===== src/rtl/mem_bus_arbiter_if.sv =====
// Bundle of the fetch, load/store and SRAM master signals shared by mem_bus_arbiter.
// slave = arbiter side, master = core front-end / LSU / AXI master side.
interface mem_bus_arbiter_if;
  logic        if_req;
  logic [31:0] if_addr;
  logic [1:0]  if_size;
  logic [31:0] if_rdata;
  logic        if_ack;
  logic        ls_req;
  logic        ls_wen;
  logic [31:0] ls_addr;
  logic [1:0]  ls_size;
  logic [31:0] ls_wdata;
  logic [31:0] ls_rdata;
  logic        ls_ack;
  logic        mst_en;
  logic        mst_wen;
  logic [31:0] mst_addr;
  logic [1:0]  mst_size;
  logic [31:0] mst_din;
  logic [31:0] mst_dout;
  logic        mst_done;
  logic        busy;

  modport slave (
    input  if_req, if_addr, if_size, ls_req, ls_wen, ls_addr, ls_size, ls_wdata,
           mst_dout, mst_done,
    output if_rdata, if_ack, ls_rdata, ls_ack, mst_en, mst_wen, mst_addr, mst_size,
           mst_din, busy
  );

  modport master (
    output if_req, if_addr, if_size, ls_req, ls_wen, ls_addr, ls_size, ls_wdata,
           mst_dout, mst_done,
    input  if_rdata, if_ack, ls_rdata, ls_ack, mst_en, mst_wen, mst_addr, mst_size,
           mst_din, busy
  );
endinterface


===== src/rtl/mem_bus_arbiter.sv =====
// Two-requester (fetch, load/store) arbiter in front of the single SRAM master port.
// Default: fixed ls priority with if starvation guard; define MEM_ARB_RR_EN for round-robin.
module mem_bus_arbiter #(
  parameter int STARVE_MAX = 4,
  parameter int STARVE_W   = 3
) (
  input  logic              clk,
  input  logic              rst,
  mem_bus_arbiter_if.slave  bus
);

  typedef enum logic [1:0] {
    S_IDLE    = 2'd0,
    S_GRANT   = 2'd1,
    S_RELEASE = 2'd2
  } state_t;

  state_t      r_state, w_state_nxt;
  logic        r_owner_ls, w_owner_ls_nxt;
  logic        r_mst_en, w_mst_en_nxt;
  logic        r_mst_wen, w_mst_wen_nxt;
  logic [31:0] r_mst_addr, w_mst_addr_nxt;
  logic [1:0]  r_mst_size, w_mst_size_nxt;
  logic [31:0] r_mst_din, w_mst_din_nxt;
  logic        r_if_ack, w_if_ack_nxt;
  logic        r_ls_ack, w_ls_ack_nxt;
  logic [31:0] r_if_rdata, w_if_rdata_nxt;
  logic [31:0] r_ls_rdata, w_ls_rdata_nxt;
  logic        w_any_req;
  logic        w_pick_ls;

  assign w_any_req = bus.if_req | bus.ls_req;

`ifdef MEM_ARB_RR_EN
  // On conflict the requester that did not own the last transaction wins.
  assign w_pick_ls = bus.ls_req & ~(bus.if_req & r_owner_ls);
`else
  logic [STARVE_W-1:0] r_starve_cnt, w_starve_nxt;
  logic                w_force_if;

  assign w_force_if = bus.if_req & (r_starve_cnt == STARVE_W'(STARVE_MAX));
  assign w_pick_ls  = bus.ls_req & ~w_force_if;

  always_comb begin
    w_starve_nxt = r_starve_cnt;
    if (r_state == S_IDLE) begin
      if (!bus.if_req)
        w_starve_nxt = '0;
      else if (w_pick_ls) begin
        if (r_starve_cnt != STARVE_W'(STARVE_MAX))
          w_starve_nxt = r_starve_cnt + STARVE_W'(1);
      end else
        w_starve_nxt = '0;
    end
  end

  always_ff @(posedge clk) begin
    if (rst) r_starve_cnt <= '0;
    else     r_starve_cnt <= w_starve_nxt;
  end
`endif

  always_ff @(posedge clk) begin
    if (rst) begin
      r_state    <= S_IDLE;
      r_owner_ls <= 1'b0;
      r_mst_en   <= 1'b0;
      r_mst_wen  <= 1'b0;
      r_mst_addr <= '0;
      r_mst_size <= '0;
      r_mst_din  <= '0;
      r_if_ack   <= 1'b0;
      r_ls_ack   <= 1'b0;
      r_if_rdata <= '0;
      r_ls_rdata <= '0;
    end else begin
      r_state    <= w_state_nxt;
      r_owner_ls <= w_owner_ls_nxt;
      r_mst_en   <= w_mst_en_nxt;
      r_mst_wen  <= w_mst_wen_nxt;
      r_mst_addr <= w_mst_addr_nxt;
      r_mst_size <= w_mst_size_nxt;
      r_mst_din  <= w_mst_din_nxt;
      r_if_ack   <= w_if_ack_nxt;
      r_ls_ack   <= w_ls_ack_nxt;
      r_if_rdata <= w_if_rdata_nxt;
      r_ls_rdata <= w_ls_rdata_nxt;
    end
  end

  always_comb begin
    w_state_nxt = r_state;
    case (r_state)
      S_IDLE:    if (w_any_req) w_state_nxt = S_GRANT;
      S_GRANT:   if (bus.mst_done) w_state_nxt = S_RELEASE;
      S_RELEASE: w_state_nxt = S_IDLE;
      default:   w_state_nxt = S_IDLE;
    endcase
  end

  always_comb begin
    w_owner_ls_nxt = r_owner_ls;
    w_mst_en_nxt   = r_mst_en;
    w_mst_wen_nxt  = r_mst_wen;
    w_mst_addr_nxt = r_mst_addr;
    w_mst_size_nxt = r_mst_size;
    w_mst_din_nxt  = r_mst_din;
    w_if_ack_nxt   = 1'b0;
    w_ls_ack_nxt   = 1'b0;
    w_if_rdata_nxt = r_if_rdata;
    w_ls_rdata_nxt = r_ls_rdata;
    case (r_state)
      S_IDLE: begin
        w_mst_en_nxt = w_any_req;
        if (w_any_req) begin
          w_owner_ls_nxt = w_pick_ls;
          if (w_pick_ls) begin
            w_mst_wen_nxt  = bus.ls_wen;
            w_mst_addr_nxt = bus.ls_addr;
            w_mst_size_nxt = bus.ls_size;
            w_mst_din_nxt  = bus.ls_wdata;
          end else begin
            w_mst_wen_nxt  = 1'b0;
            w_mst_addr_nxt = bus.if_addr;
            w_mst_size_nxt = bus.if_size;
            w_mst_din_nxt  = '0;
          end
        end
      end
      S_GRANT: begin
        // Writes complete without touching the owner's read data.
        if (bus.mst_done) begin
          w_mst_en_nxt = 1'b0;
          if (r_owner_ls) begin
            w_ls_ack_nxt = 1'b1;
            if (!r_mst_wen) w_ls_rdata_nxt = bus.mst_dout;
          end else begin
            w_if_ack_nxt   = 1'b1;
            w_if_rdata_nxt = bus.mst_dout;
          end
        end
      end
      S_RELEASE: w_mst_en_nxt = 1'b0;
      default:   w_mst_en_nxt = 1'b0;
    endcase
  end

  assign bus.mst_en   = r_mst_en;
  assign bus.mst_wen  = r_mst_wen;
  assign bus.mst_addr = r_mst_addr;
  assign bus.mst_size = r_mst_size;
  assign bus.mst_din  = r_mst_din;
  assign bus.if_ack   = r_if_ack;
  assign bus.ls_ack   = r_ls_ack;
  assign bus.if_rdata = r_if_rdata;
  assign bus.ls_rdata = r_ls_rdata;
  assign bus.busy     = (r_state != S_IDLE);

endmodule

===== src/flat_wrapper.sv =====
// flat-port wrapper written by rule: the top's interface ports become plain ports
module mem_bus_arbiter_flat 
#(
  parameter int STARVE_MAX = 4,
  parameter int STARVE_W   = 3
)
  (clk, rst, bus_if_req, bus_if_addr, bus_if_size, bus_ls_req, bus_ls_wen, bus_ls_addr, bus_ls_size, bus_ls_wdata, bus_mst_dout, bus_mst_done, bus_if_rdata, bus_if_ack, bus_ls_rdata, bus_ls_ack, bus_mst_en, bus_mst_wen, bus_mst_addr, bus_mst_size, bus_mst_din, bus_busy);
  mem_bus_arbiter_if bus_i ();
  input  logic clk;
  input  logic rst;
  input wire logic [$bits(bus_i.if_req)-1:0] bus_if_req;
  input wire logic [$bits(bus_i.if_addr)-1:0] bus_if_addr;
  input wire logic [$bits(bus_i.if_size)-1:0] bus_if_size;
  input wire logic [$bits(bus_i.ls_req)-1:0] bus_ls_req;
  input wire logic [$bits(bus_i.ls_wen)-1:0] bus_ls_wen;
  input wire logic [$bits(bus_i.ls_addr)-1:0] bus_ls_addr;
  input wire logic [$bits(bus_i.ls_size)-1:0] bus_ls_size;
  input wire logic [$bits(bus_i.ls_wdata)-1:0] bus_ls_wdata;
  input wire logic [$bits(bus_i.mst_dout)-1:0] bus_mst_dout;
  input wire logic [$bits(bus_i.mst_done)-1:0] bus_mst_done;
  output wire logic [$bits(bus_i.if_rdata)-1:0] bus_if_rdata;
  output wire logic [$bits(bus_i.if_ack)-1:0] bus_if_ack;
  output wire logic [$bits(bus_i.ls_rdata)-1:0] bus_ls_rdata;
  output wire logic [$bits(bus_i.ls_ack)-1:0] bus_ls_ack;
  output wire logic [$bits(bus_i.mst_en)-1:0] bus_mst_en;
  output wire logic [$bits(bus_i.mst_wen)-1:0] bus_mst_wen;
  output wire logic [$bits(bus_i.mst_addr)-1:0] bus_mst_addr;
  output wire logic [$bits(bus_i.mst_size)-1:0] bus_mst_size;
  output wire logic [$bits(bus_i.mst_din)-1:0] bus_mst_din;
  output wire logic [$bits(bus_i.busy)-1:0] bus_busy;
  assign bus_i.if_req = bus_if_req;
  assign bus_i.if_addr = bus_if_addr;
  assign bus_i.if_size = bus_if_size;
  assign bus_i.ls_req = bus_ls_req;
  assign bus_i.ls_wen = bus_ls_wen;
  assign bus_i.ls_addr = bus_ls_addr;
  assign bus_i.ls_size = bus_ls_size;
  assign bus_i.ls_wdata = bus_ls_wdata;
  assign bus_i.mst_dout = bus_mst_dout;
  assign bus_i.mst_done = bus_mst_done;
  assign bus_if_rdata = bus_i.if_rdata;
  assign bus_if_ack = bus_i.if_ack;
  assign bus_ls_rdata = bus_i.ls_rdata;
  assign bus_ls_ack = bus_i.ls_ack;
  assign bus_mst_en = bus_i.mst_en;
  assign bus_mst_wen = bus_i.mst_wen;
  assign bus_mst_addr = bus_i.mst_addr;
  assign bus_mst_size = bus_i.mst_size;
  assign bus_mst_din = bus_i.mst_din;
  assign bus_busy = bus_i.busy;
  mem_bus_arbiter #(.STARVE_MAX(STARVE_MAX), .STARVE_W(STARVE_W)) u_core (.clk(clk), .rst(rst), .bus(bus_i));
endmodule

===== config.mk =====
export PLATFORM = sky130hd
export DESIGN_NAME = mem_bus_arbiter_flat
export DESIGN_NICKNAME = d
export VERILOG_FILES = /design/src/rtl/mem_bus_arbiter_if.sv /design/src/rtl/mem_bus_arbiter.sv /design/src/flat_wrapper.sv
export SDC_FILE = /design/constraint.sdc
export NUM_CORES = 1
export LEC_CHECK = 0
export ABC_AREA = 0
export BUFFER_PORTS_ARGS = -buffer_cell sky130_fd_sc_hd__buf_4
export CAP_MARGIN = 15
export CORE_MARGIN = 10
export CORE_UTILIZATION = 46
export DETAILED_ROUTE_END_ITERATION = 6
export GPL_ROUTABILITY_DRIVEN = 1
export MAX_ROUTING_LAYER = met4
export PLACE_DENSITY = 0.89
export SYNTH_ARGS = -nofsm -noshare
export SYNTH_HDL_FRONTEND = slang
export SYNTH_SLANG_ARGS = --single-unit

===== constraint.sdc =====
create_clock -name clk -period 1.85 [get_ports clk]
set_clock_uncertainty 0.1 [all_clocks]
set_input_delay 0.185 -clock clk [delete_from_list [all_inputs] [get_ports clk]]
set_output_delay 0.185 -clock clk [all_outputs]
set_load 0.01 [all_outputs]

=== Word level (Yosys, flattened, before mapping) ===
Cells that the tools add are included.

* Add/sub/neg operators: 1
* Muxes and demuxes: 14
* Reductions and logical operators: 8
* Equality and inequality tests: 6
* Bitwise logic cells: 8

{| class="wikitable"
|+ Operators with widths
! kind !! count
|-
| $mux 32 || 2
|-
| $mux 3 || 3
|-
| $mux 2 || 3
|-
| $ne 3x3->1 const B || 2
|-
| $reduce_and 2->1 || 3
|-
| $not 1->1 || 5
|-
| $mux 1 || 4
|-
| $pmux 2 s2 || 1
|-
| $reduce_and 4->1 || 1
|-
| $add 3x1->3 const B || 1
|-
| $eq 3x3->1 const B || 1
|-
| $reduce_and 3->1 || 1
|-
| $reduce_or 3->1 || 1
|-
| $and 1x1->1 || 2
|-
| $eq 2x1->1 const B || 1
|-
| $logic_not 2->1 || 1
|-
| $ne 2x1->1 const B || 1
|-
| $ne 2x2->1 const B || 1
|-
| $pmux 1 s2 || 1
|-
| $reduce_bool 2->1 || 1
|-
| $or 1x1->1 || 1
|}

* Output and inout port bits: 135
* Input bits: 138
* Register bits: 140
* Word-level logic and storage cells: 49

=== Longest topological paths before layout ===
Gate-level depths: netlist (run 1).

* Depth after elaboration: 6
* Gate-level depth with buffers: 7
* Depth with buffers taken out: 5

=== Least setup slack after synthesis (run 1) ===
OpenSTA, ideal clock, no wires.

* Path type: reg2reg
* From: register u_core.r_starve_cnt[0]
* To: register u_core.r_mst_addr[10] (netlist: u_core.bus.mst_addr[10])
* Data arrival time: 1.362 ns
* Setup slack: 0.297 ns
* Period minus slack after synthesis: 1.553 ns
* Library setup time: 0.091 ns
* Path buffers: 1
* Cell stages (with the launch flop): 7
* Data required time: 1.659 ns
* Path through: dfxtp_1 > inv_1 > ha_1 > nand3_1 > clkbuf_1 > nand3_1 > a311oi_1

* Cells in the longest elaborated chain, start to end: 5

{| class="wikitable"
|+ RTL lines
! what !! RTL line !! source
|-
| start: declaration || mem_bus_arbiter.sv:38 || <nowiki>logic [STARVE_W-1:0] r_starve_cnt, w_starve_nxt;</nowiki>
|-
| start signal: assignment || mem_bus_arbiter.sv:59 || <nowiki>else r_starve_cnt <= w_starve_nxt;</nowiki>
|-
| $eq 3x3->1 || mem_bus_arbiter.sv:41 || <nowiki>assign w_force_if = bus.if_req & (r_starve_cnt == STARVE_W'(STARVE_MAX));</nowiki>
|-
| $and 1x1->1 || mem_bus_arbiter.sv:41 ||
|-
| $not 1->1 || mem_bus_arbiter.sv:42 || <nowiki>assign w_pick_ls = bus.ls_req & ~w_force_if;</nowiki>
|-
| $and 1x1->1 || mem_bus_arbiter.sv:42 ||
|-
| $mux 32 || mem_bus_arbiter.sv:117 || <nowiki>if (w_pick_ls) begin</nowiki>
|-
| end signal: assignment || mem_bus_arbiter.sv:81 || <nowiki>r_mst_addr <= w_mst_addr_nxt;</nowiki>
|-
| end: declaration || mem_bus_arbiter.sv:22 || <nowiki>logic [31:0] r_mst_addr, w_mst_addr_nxt;</nowiki>
|}

Every way passes these cells.
A chain may end at the register's enable or synchronous reset.

=== Worst setup path after layout (run 1) ===
* From: input bus_ls_req
* To: register u_core.r_mst_addr[14] (netlist: u_core.bus.mst_addr[14])

* Cells in the longest elaborated chain, start to end: 2
* Elaborated cells between the ends (all ways): 4
* Those cells by class: mux: 1; bitwise: 2; reduce/logical: 1

{| class="wikitable"
|+ RTL lines
! what !! RTL line !! source
|-
| start: declaration || flat_wrapper.sv:14 || <nowiki>input wire logic [$bits(bus_i.ls_req)-1:0] bus_ls_req;</nowiki>
|-
| $and 1x1->1 / $or 1x1->1 (equally long branches) || mem_bus_arbiter.sv:42, mem_bus_arbiter.sv:32 ||
|-
| $mux 32 / $reduce_and 2->1 (equally long branches) || - ||
|}

Parallel ways exist; a longest one is shown, timed or not.

==> results of run 1 <==
## how the worst min path moves through the flow
stage | start | end | slack [ns] | cells past startpoint
2_1_floorplan | bus_mst_dout[0] | u_core.bus.if_rdata[0]$_SDFFE_PP0P_ | 0.22 | 2
3_3_place_gp | u_core.bus.if_rdata[6]$_SDFFE_PP0P_ | u_core.bus.if_rdata[6]$_SDFFE_PP0P_ | 0.34 | 2
3_5_place_dp | u_core.bus.if_rdata[9]$_SDFFE_PP0P_ | u_core.bus.if_rdata[9]$_SDFFE_PP0P_ | 0.35 | 2
4_1_cts | bus_if_req | u_core.bus.mst_din[8]$_SDFFE_PP0P_ | 0.14 | 4
5_1_grt | bus_if_req | u_core.r_starve_cnt[2]$_SDFFE_PP0P_ | 0.20 | 4
6_report | bus_if_req | u_core.r_starve_cnt[2]$_SDFFE_PP0P_ | 0.20 | 4
## sequential cells by signal, summed over array words and instances, names as in the netlist
signal,flops
u_core.bus.mst_din,32
u_core.bus.if_ack,1
u_core.bus.mst_en,1
u_core.bus.ls_rdata,32
u_core.bus.ls_ack,1
u_core.r_starve_cnt,3
u_core.bus.mst_size,2
u_core.r_owner_ls,1
u_core.bus.mst_wen,1
u_core.r_state,2
u_core.bus.if_rdata,32
u_core.bus.mst_addr,32
## critical path: stages
cell,delay (ns)
sky130_fd_sc_hd__dlygate4sd3_1,0.55
sky130_fd_sc_hd__buf_4,0.20
sky130_fd_sc_hd__or2_1,0.15
sky130_fd_sc_hd__buf_4,0.37
sky130_fd_sc_hd__a21oi_1,0.25
sky130_fd_sc_hd__a311oi_1,0.35
## cell families (layout without fill, tap and decap cells)
group	after synthesis	count (layout)	synth area share, %
buffers and inverters	85	468	6.63
AND/OR/NAND/NOR	189	189	17.0
other	0	7	0
AO/OA/AOI/OAI	272	272	26.4
adder cells (fa/ha/maj)	2	2	0.442
flip-flops	140	140	49.5
## synthesized netlist by cell type
master                      number
sky130_fd_sc_hd__and3_1          1
sky130_fd_sc_hd__a21oi_1       136
sky130_fd_sc_hd__nand3_1        69
sky130_fd_sc_hd__nor2_4          3
sky130_fd_sc_hd__a311oi_1       34
sky130_fd_sc_hd__inv_2           2
sky130_fd_sc_hd__o21ai_0        66
sky130_fd_sc_hd__and3b_1         1
sky130_fd_sc_hd__buf_2          24
sky130_fd_sc_hd__nor2b_1         1
sky130_fd_sc_hd__and4bb_2        1
sky130_fd_sc_hd__o21ai_1        35
sky130_fd_sc_hd__or3b_1          1
sky130_fd_sc_hd__nor2_1          3
sky130_fd_sc_hd__dfxtp_1       140
sky130_fd_sc_hd__nand4bb_1       1
sky130_fd_sc_hd__a32oi_1         1
sky130_fd_sc_hd__or2_1           1
sky130_fd_sc_hd__or2_2           1
sky130_fd_sc_hd__nand4_1        33
sky130_fd_sc_hd__nand3b_1        2
sky130_fd_sc_hd__clkbuf_1       44
sky130_fd_sc_hd__ha_1            2
sky130_fd_sc_hd__nand2b_1        1
sky130_fd_sc_hd__buf_4           7
sky130_fd_sc_hd__buf_1           5
sky130_fd_sc_hd__nor4bb_1        2
sky130_fd_sc_hd__and2_1          1
sky130_fd_sc_hd__inv_1           3
sky130_fd_sc_hd__nand2_1        67
## where the power goes
part | switching, mW | leakage, nW | internal [mW]
Combinational | 0.877 | 2.66 | 0.825
Sequential | 0.125 | 1.14 | 3.20
Clock | 1.31 | 0.299 | 2.32
Total | 2.32 | 4.10 | 6.35
## repair_timing
item	in CTS	in global routing
endpoints found under the hold margin	134	0
hold buffers	136	0
setup buffers	0	0
gates resized for setup	0	5
endpoints found under the setup margin	0	4
## routing by layer
layer / GRT usage (%) / routed length, um / part of all wire [%]
met2: 52.4 / 13300 / 47
met1: 36.1 / 9690 / 34
met5: - / 0 / 0
met4: 19.2 / 1690 / 5.9
met3: 10.4 / 3690 / 13
## final cells by class
class | count | area, um^2
Clock inverter | 11 | 166
Sequential cell | 140 | 2810
Tap cell | 147 | 184
Clock buffer | 21 | 460
Antenna cell | 7 | 17.5
Multi-Input combinational cell | 463 | 2510
Inverter | 5 | 18.8
Timing Repair Buffer | 431 | 3700
Fill cell | 615 | 2150
==> results.txt, run 1 <==
----------------------------------------------------
[Outcome]
  Violations in the final reports ... setup timing
  Result of the run ... finished with violations

[Clock network]
  Insertion delay to the later sink of the worst-skew pair ... slightly above 0.4 ns
  Maximum count of clock buffers along a single path ... 2
  Buffer cell driving the clock tree root ... sky130_fd_sc_hd__clkbuf_16
  Clock net sink count ... 140
  H-tree levels ... 4
  Clock Pin Slew Worst Setup and Hold Paths ... roughly 0.060 ns
  Clock tree from TritonCTS ... done
  TritonCTS Buffers ... 17

[Route]
  Routed vias ... roughly 7700
  Iteration count of the initial detailed-routing pass ... 6
  Wirelength per Cell ... 23.2 um
  Final WL ... about 28 mm
  Vias per inst ... 6.26
  ANT nets after route ... 0
  Drt drc ... 0
  First DRT Iteration DRCs ... around 1200

[STA]
  Maximum clock frequency ... roughly 530 MHz
  Number of endpoints with negative hold slack in the final report ... 0
  Final hold slack ... 0.195 ns
  Final worst-path setup slack ... -0.0272 ns
  Total negative slack ... -0.0422 ns
  Relative slew slack ... between 50% and 60%
  Crit share post-route ... 101%
  Setup violation total in the final timing report ... 2
  Shortest period the worst path allows ... 1.88 ns
  Max-slew violation count ... 0
  Worst Max-Slew Pin Slew ... around 0.62 ns

[Worst hold path]
  Type of the tightest min-delay check ... input port to register

[Power and ir drop]
  Standby leakage power ... just over 4 nW
  Cell Pwr Density ... around 880 nW/um^2
  Peak ir drop on the vdd network ... around 0.57 mV
  Total design power ... 8.66 mW

[Critical path]
  Sort of element at the start of the critical path ... input port
  Worst Setup End Kind ... register
  Data arrival time of the critical path ... between 2 and 2.5 ns
  Timing startpoint of the critical path ... bus_ls_req
  Endpoint of the worst setup timing path ... u_core.bus.mst_addr[14]$_SDFFE_PP0P_
  Capturing point of the worst reg2reg path ... u_core.bus.mst_addr[18]$_SDFFE_PP0P_
  Slack of the worst reg-to-reg path ... 0 ns
  Crit path kind ... input port to register
  Required arrival time at the worst endpoint ... between 2 and 2.5 ns
  Worst Reg-to-Reg Cells ... 6
  Worst flop-to-flop path startpoint ... u_core.r_starve_cnt[0]$_SDFFE_PP0P_
  Peak fanout along the critical path ... 35

[Final layout]
  Area overhead of the layout relative to synthesis ... 74.3%
  Post-route cell area ... slightly below 10000 um^2
  Fin util ... 82.1%
  Commonest cells after routing, fill and taps aside ... 285 x sky130_fd_sc_hd__buf_4, 138 x sky130_fd_sc_hd__dfxtp_1, 136 x sky130_fd_sc_hd__a21oi_1, 136 x sky130_fd_sc_hd__dlygate4sd3_1, 68 x sky130_fd_sc_hd__nand3_1
  Share of final-layout standard cells stronger than drive strength 1 ... a little under a third
  Layout Cells excl Fill ... between 1000 and 1500
  Post-layout net count ... 1198
  Leading cell type in the layout, fill and taps excluded ... sky130_fd_sc_hd__buf_4

[Synthesis]
  Cells after synthesis ... about 690
  Nets in the synthesized netlist ... about 830
  Count of cell types in the netlist ... 30
  Post-synth top area share ... about 50%
  Synthesized area per cell ... between 8 and 9 um^2
  Post-Synthesis Cell Area ... ~5700 um^2
  Cell types with the largest area share after synthesis ... sky130_fd_sc_hd__dfxtp_1 50%, sky130_fd_sc_hd__a21oi_1 12%, sky130_fd_sc_hd__nand3_1 6.1%, sky130_fd_sc_hd__o21ai_0 5.8%, sky130_fd_sc_hd__a311oi_1 5.3%
  Largest area contributor in the netlist ... sky130_fd_sc_hd__dfxtp_1
  Number of synthesized register bits ... 140
  Sequential element share of the synthesized area ... 49.5%
  Total of warnings raised by yosys ... 0

[Placed design]
  Worst slack at placement ... 0.188 ns
  Global placer's final weighted congestion ... 0.851
  Placed cell area ... 7830 um^2
  Placed wire-length estimate ... about 15 mm
  Total instance count after detailed placement ... 1050
  Count of port buffers added during placement ... around 270

[Die]
  Boundary pin count ... approximately 270
  Initial standard-cell utilization of the core ... around 47%
  Number of standard-cell rows in the floorplan ... 40
  Die height ... approximately 130 um
  Placeable core area ... 12000 um^2
  Die area ... 17100 um^2
  X dimension of the die ... about 130 um

[Global routing]
  Antenna violations before repair ... 4
  Wire length of the first global-routing pass ... approximately 43 mm
  Maximum number of pins on one net before global-route repair ... 51
  Final global-route overflow total ... 0
  Number of global-route vias before repair ... roughly 7500
  Global-route usage over all layers ... approximately 33%

[Run]
  MaxCap Viol Count ... 0

----------------------------------------------------
Note: power is estimated with default switching activity, not from simulation.
==> inputs of run 2 (changes only) <==
- SKIP_LAST_GASP: default -> 1
==> run 2 against run 1 <==
  * The run still ends with setup timing left
  * Critical path type unchanged
  * Wire length is 0.23% lower
  * Final cell count hardly changed
  * Clock power hardly changed
  * Critical endpoint unchanged
  * Fmax is 1.3% lower
==> results.txt, run 2 (synthesis results as in run 1) <==
----------------------------------------------------
[Critical path]
  Required arrival time at the worst endpoint ... 2.05 ns (about the same)
  Crit path kind ... input port to register (unchanged)
  Worst Setup End Kind ... register (unchanged)
  Sort of element at the start of the critical path ... input port (unchanged)
  Worst flop-to-flop path startpoint ... u_core.r_starve_cnt[0]$_SDFFE_PP0P_ (unchanged)
  Data arrival time of the critical path ... 2.10 ns (was 2.08 ns)
  Peak fanout along the critical path ... 35 (unchanged)
  Timing startpoint of the critical path ... bus_ls_req (unchanged)

[STA]
  Shortest period the worst path allows ... 1.90 ns (was 1.88 ns)
  Crit share post-route ... 103% (was 101%)
  Setup repair after global routing missed its margin ... true
  Total negative slack ... -0.0582 ns (was -0.0422 ns)
  Maximum clock frequency ... 526 MHz (was 533 MHz)
  Relative slew slack ... 59.3% (was 58.5%)
  Final worst-path setup slack ... -0.0522 ns (was -0.0272 ns)
  Number of endpoints with negative hold slack in the final report ... 0 (unchanged)
  Worst Max-Slew Pin Slew ... 0.610 ns (was 0.621 ns)
  Setup violation total in the final timing report ... 2 (unchanged)
  Max-slew violation count ... 0 (unchanged)
  Final hold slack ... 0.193 ns (was 0.195 ns)

[Final layout]
  Fin util ... 82.1% (about the same)
  Post-layout net count ... 1198 (unchanged)
  Area overhead of the layout relative to synthesis ... 74.2% (was 74.3%)
  Leading cell type in the layout, fill and taps excluded ... sky130_fd_sc_hd__buf_4 (unchanged)
  Commonest cells after routing, fill and taps aside ... 285 x sky130_fd_sc_hd__buf_4, 138 x sky130_fd_sc_hd__dfxtp_1, 136 x sky130_fd_sc_hd__a21oi_1, 136 x sky130_fd_sc_hd__dlygate4sd3_1, 68 x sky130_fd_sc_hd__nand3_1 (unchanged)
  Share of final-layout standard cells stronger than drive strength 1 ... 31.7% (unchanged)

[Worst hold path]
  HP Start ... bus_if_req (unchanged)
  Type of the tightest min-delay check ... input port to register (unchanged)

[Route]
  Final WL ... 28.3 mm (was 28.4 mm)
  Vias per inst ... 6.27 (was 6.26)
  Routed vias ... 7672 (was 7671)
  Drt drc ... 0 (unchanged)
  Wirelength per Cell ... 23.2 um (about the same)
  Iteration count of the initial detailed-routing pass ... 6 (unchanged)
  ANT nets after route ... 0 (unchanged)
  First DRT Iteration DRCs ... 1149 (was 1196)

[Power and ir drop]
  Standby leakage power ... 4.10 nW (about the same)
  Comb pwr share ... 19.6% (was 19.7%)
  Sw Ratio ... 26.7% (about the same)
  Total design power ... 8.66 mW (about the same)
  Cell Pwr Density ... 878 nW/um^2 (was 879 nW/um^2)
  Power Internal ... 6.35 mW (about the same)
  Power share of the sequential group ... 38.4% (about the same)
  Peak ir drop on the vdd network ... 0.570 mV (was 0.571 mV)
  Clock share of power ... 42.0% (about the same)
  Net load switching power ... 2.31 mW (was 2.32 mW)

[Clock network]
  Buffer cell driving the clock tree root ... sky130_fd_sc_hd__clkbuf_16 (unchanged)
  Clock Pin Slew Worst Setup and Hold Paths ... 0.06 ns (about the same)
  TritonCTS Buffers ... 17 (unchanged)
  Maximum count of clock buffers along a single path ... 2 (unchanged)
  Clock tree from TritonCTS ... done (unchanged)
  H-tree levels ... 4 (unchanged)
  Insertion delay to the later sink of the worst-skew pair ... 0.41 ns (about the same)
  Clock net sink count ... 140 (unchanged)
  Total setup buffers inserted after CTS ... 0 (unchanged)

[Global routing]
  Wire length of the first global-routing pass ... 42.8 mm (unchanged)
  Global-route usage over all layers ... 33.1% (unchanged)
  Antenna violations before repair ... 4 (unchanged)
  Maximum number of pins on one net before global-route repair ... 51 (unchanged)
  Number of global-route vias before repair ... 7508 (unchanged)
  Final global-route overflow total ... 0 (unchanged)

[Placed design]
  Placed wire-length estimate ... 14.7 mm (unchanged)
  Count of port buffers added during placement ... 272 (unchanged)
  Global placer's final weighted congestion ... 0.851 (unchanged)

[Die]
  Number of standard-cell rows in the floorplan ... 40 (unchanged)
  Boundary pin count ... 273 (unchanged)
  X dimension of the die ... 131 um (unchanged)
  Die area ... 17100 um^2 (unchanged)
  Initial standard-cell utilization of the core ... 47.1% (unchanged)
  Placeable core area ... 12000 um^2 (unchanged)
  Die height ... 131 um (unchanged)

[Outcome]
  Result of the run ... finished with violations (unchanged)
  Violations in the final reports ... setup timing (unchanged)

[Run]
  MaxCap Viol Count ... 0 (unchanged)

----------------------------------------------------
[run 2: power by group through the flow]
stage	clock [mW]	sequential, mW	combinational, mW
2_1_floorplan	0	3.43	0.537
3_3_place_gp	0	3.35	1.32
3_5_place_dp	0	3.36	1.34
4_1_cts	3.66	3.29	1.58
5_1_grt	3.78	3.33	1.79
6_report	3.64	3.32	1.70
[run 2: layer usage]
metal / share of wire (%) / vias to the layer above / track usage, %
li1: - / 3252 / -
met1: 34 / 3497 / 36.1
met2: 47 / 762 / 52.4
met3: 14 / 161 / 10.4
met4: 5.7 / 0 / 19.2
met5: 0 / - / -
[run 2: timing repair]
item / in CTS / in global routing
endpoints found under the hold margin: 134 / 0
gates resized for setup: 0 / 5
hold buffers: 136 / 0
endpoints found under the setup margin: 0 / 4
[run 2: cell type report]
type / instances / area, um^2
Clock buffer: 21 / 460
Multi-Input combinational cell: 463 / 2510
Clock inverter: 11 / 166
Fill cell: 616 / 2150
Sequential cell: 140 / 2810
Timing Repair Buffer: 431 / 3700
Tap cell: 147 / 184
Inverter: 5 / 18.8
Antenna cell: 6 / 15.0
[run 2: path summary, 6_finish.rpt]
path,end,depth (start not counted),slack [ns]
min reg2reg,u_core.bus.if_rdata[27]$_SDFFE_PP0P_,2,0.36
min,u_core.r_starve_cnt[2]$_SDFFE_PP0P_,4,0.19
max,u_core.bus.mst_addr[14]$_SDFFE_PP0P_,6,-0.05
max reg2reg,u_core.bus.mst_addr[13]$_SDFFE_PP0P_,6,0.01
[run 2: critical path, stage by stage]
cell                            delay, ns
sky130_fd_sc_hd__dlygate4sd3_1       0.56
sky130_fd_sc_hd__buf_4               0.20
sky130_fd_sc_hd__or2_1               0.15
sky130_fd_sc_hd__buf_4               0.38
sky130_fd_sc_hd__a21oi_1             0.26
sky130_fd_sc_hd__a311oi_1            0.35
[run 2: per-stage QoR]
stage / worst slack (ns) / cells / instance area, um^2
3_5_place_dp: 0.188 / 1050 / 7830
3_3_place_gp: 0.313 / 1050 / 7830
2_1_floorplan: 0.297 / 688 / 5660
5_1_grt: -0.0560 / 1223 / 9850
6_report: -0.0522 / 1224 / 9860
4_1_cts: 0.0631 / 1218 / 9820
==> inputs of run 3 (changes only) <==
- ABC_AREA: 0 -> default
- SETUP_SLACK_MARGIN: default -> 0.15
==> run 3 against run 2 <==
  * The flow still finishes with violations (setup timing)
  * Clock power is essentially flat
  * Global-route usage barely moved
  * Total power up 0.81%
  * Utilization is 1.1 points higher
  * Worst hold slack lost 0.011 ns
  * Wire length is 4.4% higher
  * Flip-flop and latch count unchanged
  * Setup slack gained 0.041 ns
  * First-iteration DRC count shrank 3.0%
  * Die area unchanged
  * Via count grew 0.68%
  * Register-to-register slack gained 0.05 ns
  * Critical path type unchanged
  * Critical endpoint is now u_core.bus.mst_addr[0]$_SDFFE_PP0P_
  * Largest cell class unchanged
==> results.txt, run 3 (synthesis results as in run 1) <==
----------------------------------------------------
[Final layout]
  Share of final-layout standard cells stronger than drive strength 1 ... 32.6% (was 31.7%)
  Commonest cells after routing, fill and taps aside ... 286 x sky130_fd_sc_hd__buf_4, 138 x sky130_fd_sc_hd__dfxtp_1, 136 x sky130_fd_sc_hd__a21oi_1, 136 x sky130_fd_sc_hd__dlygate4sd3_1, 68 x sky130_fd_sc_hd__nand3_1 (was 285 x sky130_fd_sc_hd__buf_4, 138 x sky130_fd_sc_hd__dfxtp_1, 136 x sky130_fd_sc_hd__a21oi_1, 136 x sky130_fd_sc_hd__dlygate4sd3_1, 68 x sky130_fd_sc_hd__nand3_1)
  Leading cell type in the layout, fill and taps excluded ... sky130_fd_sc_hd__buf_4 (unchanged)
  Area overhead of the layout relative to synthesis ... 76.6% (was 74.2%)
  Post-route cell area ... 9990 um^2 (was 9860 um^2)
  Post-layout net count ... 1203 (was 1198)

[Route]
  Drt drc ... 0 (unchanged)
  First DRT Iteration DRCs ... 1115 (was 1149)
  Wirelength per Cell ... 24.1 um (was 23.2 um)
  Iteration count of the initial detailed-routing pass ... 6 (unchanged)
  ANT nets after route ... 0 (unchanged)
  Vias per inst ... 6.28 (was 6.27)
  Routed vias ... 7724 (was 7672)
  Final WL ... 29.6 mm (was 28.3 mm)

[Critical path]
  Slowest cell delay on critical path ... 0.59 ns (was 0.56 ns)
  Slowest stage cell, crit path ... sky130_fd_sc_hd__dlygate4sd3_1 (unchanged)
  Crit path kind ... input port to register (unchanged)
  Timing startpoint of the critical path ... bus_ls_req (unchanged)
  Cells along the critical path ... dlygate4sd3_1 -> buf_4 -> or2_1 -> buf_6 -> a21oi_1 -> a311oi_1 (was dlygate4sd3_1 -> buf_4 -> or2_1 -> buf_4 -> a21oi_1 -> a311oi_1)
  Peak fanout along the critical path ... 35 (unchanged)
  Stages on the worst setup path ... 6 (unchanged)
  Worst Reg-to-Reg Cells ... 6 (unchanged)
  Worst Setup End Kind ... register (unchanged)
  Cell class contributing the biggest share of worst-path delay ... buffers and inverters (unchanged)
  Worst flop-to-flop path startpoint ... u_core.r_starve_cnt[0]$_SDFFE_PP0P_ (unchanged)
  Sort of element at the start of the critical path ... input port (unchanged)
  Data arrival time of the critical path ... 2.04 ns (was 2.10 ns)
  Buf+Inv Stages, Crit Path ... 3 (unchanged)
  Required arrival time at the worst endpoint ... 2.03 ns (was 2.05 ns)

[STA]
  Number of endpoints with negative hold slack in the final report ... 0 (unchanged)
  Worst Max-Slew Pin Slew ... 0.551 ns (was 0.610 ns)
  Relative slew slack ... 62.8% (was 59.3%)
  Final hold slack ... 0.182 ns (was 0.193 ns)
  Maximum clock frequency ... 537 MHz (was 526 MHz)
  Shortest period the worst path allows ... 1.86 ns (was 1.90 ns)
  Final worst-path setup slack ... -0.0110 ns (was -0.0522 ns)
  Setup repair after global routing missed its margin ... true (unchanged)
  Setup violation total in the final timing report ... 1 (was 2)
  Max-slew violation count ... 0 (unchanged)
  Crit share post-route ... 101% (was 103%)

[Clock network]
  Clock tree from TritonCTS ... done (unchanged)
  Clock net sink count ... 140 (unchanged)
  TritonCTS Buffers ... 17 (unchanged)
  Buffer cell driving the clock tree root ... sky130_fd_sc_hd__clkbuf_16 (unchanged)
  Insertion delay to the later sink of the worst-skew pair ... 0.41 ns (about the same)
  H-tree levels ... 4 (unchanged)
  Maximum count of clock buffers along a single path ... 2 (unchanged)
  Clock Pin Slew Worst Setup and Hold Paths ... 0.06 ns (about the same)

[Placed design]
  Count of port buffers added during placement ... 272 (unchanged)
  Placed cell area ... 7830 um^2 (unchanged)
  Placed wire-length estimate ... 14.7 mm (unchanged)
  Global placer's final weighted congestion ... 0.851 (unchanged)

[Run]
  MaxCap Viol Count ... 0 (unchanged)

[Worst hold path]
  Type of the tightest min-delay check ... input port to register (unchanged)
  HP Start ... bus_if_req (unchanged)
  Hold depth ... 4 (unchanged)

[Die]
  Die area ... 17100 um^2 (unchanged)
  Die height ... 131 um (unchanged)
  Boundary pin count ... 273 (unchanged)
  X dimension of the die ... 131 um (unchanged)
  Initial standard-cell utilization of the core ... 47.1% (unchanged)
  Number of standard-cell rows in the floorplan ... 40 (unchanged)
  Placeable core area ... 12000 um^2 (unchanged)

[Power and ir drop]
  Cell Pwr Density ... 873 nW/um^2 (was 878 nW/um^2)
  Standby leakage power ... 4.15 nW (was 4.10 nW)
  Peak ir drop on the vdd network ... 0.622 mV (was 0.570 mV)

[Outcome]
  Violations in the final reports ... setup timing (unchanged)
  Result of the run ... finished with violations (unchanged)

[Global routing]
  Final global-route overflow total ... 0 (unchanged)
  Number of global-route vias before repair ... 7509 (was 7508)
  Antenna violations before repair ... 4 (unchanged)
  Maximum number of pins on one net before global-route repair ... 51 (unchanged)
  Global-route usage over all layers ... 33.1% (about the same)
  Wire length of the first global-routing pass ... 42.8 mm (about the same)

----------------------------------------------------
-- run 3: final timing paths --
path | endpoint | slack, ns
worst max-delay path | u_core.bus.mst_addr[0]$_SDFFE_PP0P_ | -0.01
worst min-delay path | u_core.r_starve_cnt[0]$_SDFFE_PP0P_ | 0.18
worst max register to register | u_core.bus.mst_addr[0]$_SDFFE_PP0P_ | 0.06
worst min register to register | u_core.bus.if_rdata[27]$_SDFFE_PP0P_ | 0.36
-- run 3: layer usage --
layer  share of wire (%)  routed length (um)  global-route usage [%]  vias up
li1                    -                   -                       -     3263
met1                  33                9660                    36.1     3531
met5                   0                   0                       -        -
met4                 7.1                2100                    19.2        0
met3                  14                4110                    10.4      194
met2                  46               13700                    52.4      736
-- run 3: cell type report --
cell class | count | area, um^2
timing repair buffer | 436 | 3780
sequential | 140 | 2810
multi-input combinational | 463 | 2560
fill | 610 | 2020
clock buffer | 21 | 460
tap | 147 | 184
clock inverter | 11 | 166
inverter | 5 | 23.8
antenna | 6 | 15.0
-- run 3: tightest hold or removal path, stage by stage --
cell                       delay [ns]
sky130_fd_sc_hd__buf_4           0.15
sky130_fd_sc_hd__nor4bb_1        0.16
sky130_fd_sc_hd__nand3_1         0.09
sky130_fd_sc_hd__a21oi_1         0.06
-- run 3: power breakdown --
| group | internal [mW] | total, mW | switching [mW] |
|---|---|---|---|
| clock network | 2.32 | 3.66 | 1.33 |
| registers | 3.20 | 3.32 | 0.126 |
| logic | 0.842 | 1.75 | 0.904 |
-- run 3: per-stage QoR --
step	utilization [%]	instances	setup WS (ns)	TNS (ns)	power, mW
after global placement	65.2	1050	0.313	0	4.67
after floorplan	-	688	0.297	0	3.97
after global routing	83.1	1227	0.0923	0	8.94
after detailed placement	65.2	1050	0.188	0	4.69
after CTS	81.8	1218	0.171	0	8.54
final	83.2	1229	-0.0110	-0.0110	8.73
-- run 3: timing repair --
item | CTS | global route
gates resized for setup | 3 | 17
pin swaps | 0 | 5
endpoints found under the setup margin | 1 | 33
hold buffers | 136 | 0
endpoints found under the hold margin | 134 | 0
gates cloned | 0 | 2
buffers inserted | 0 | 3
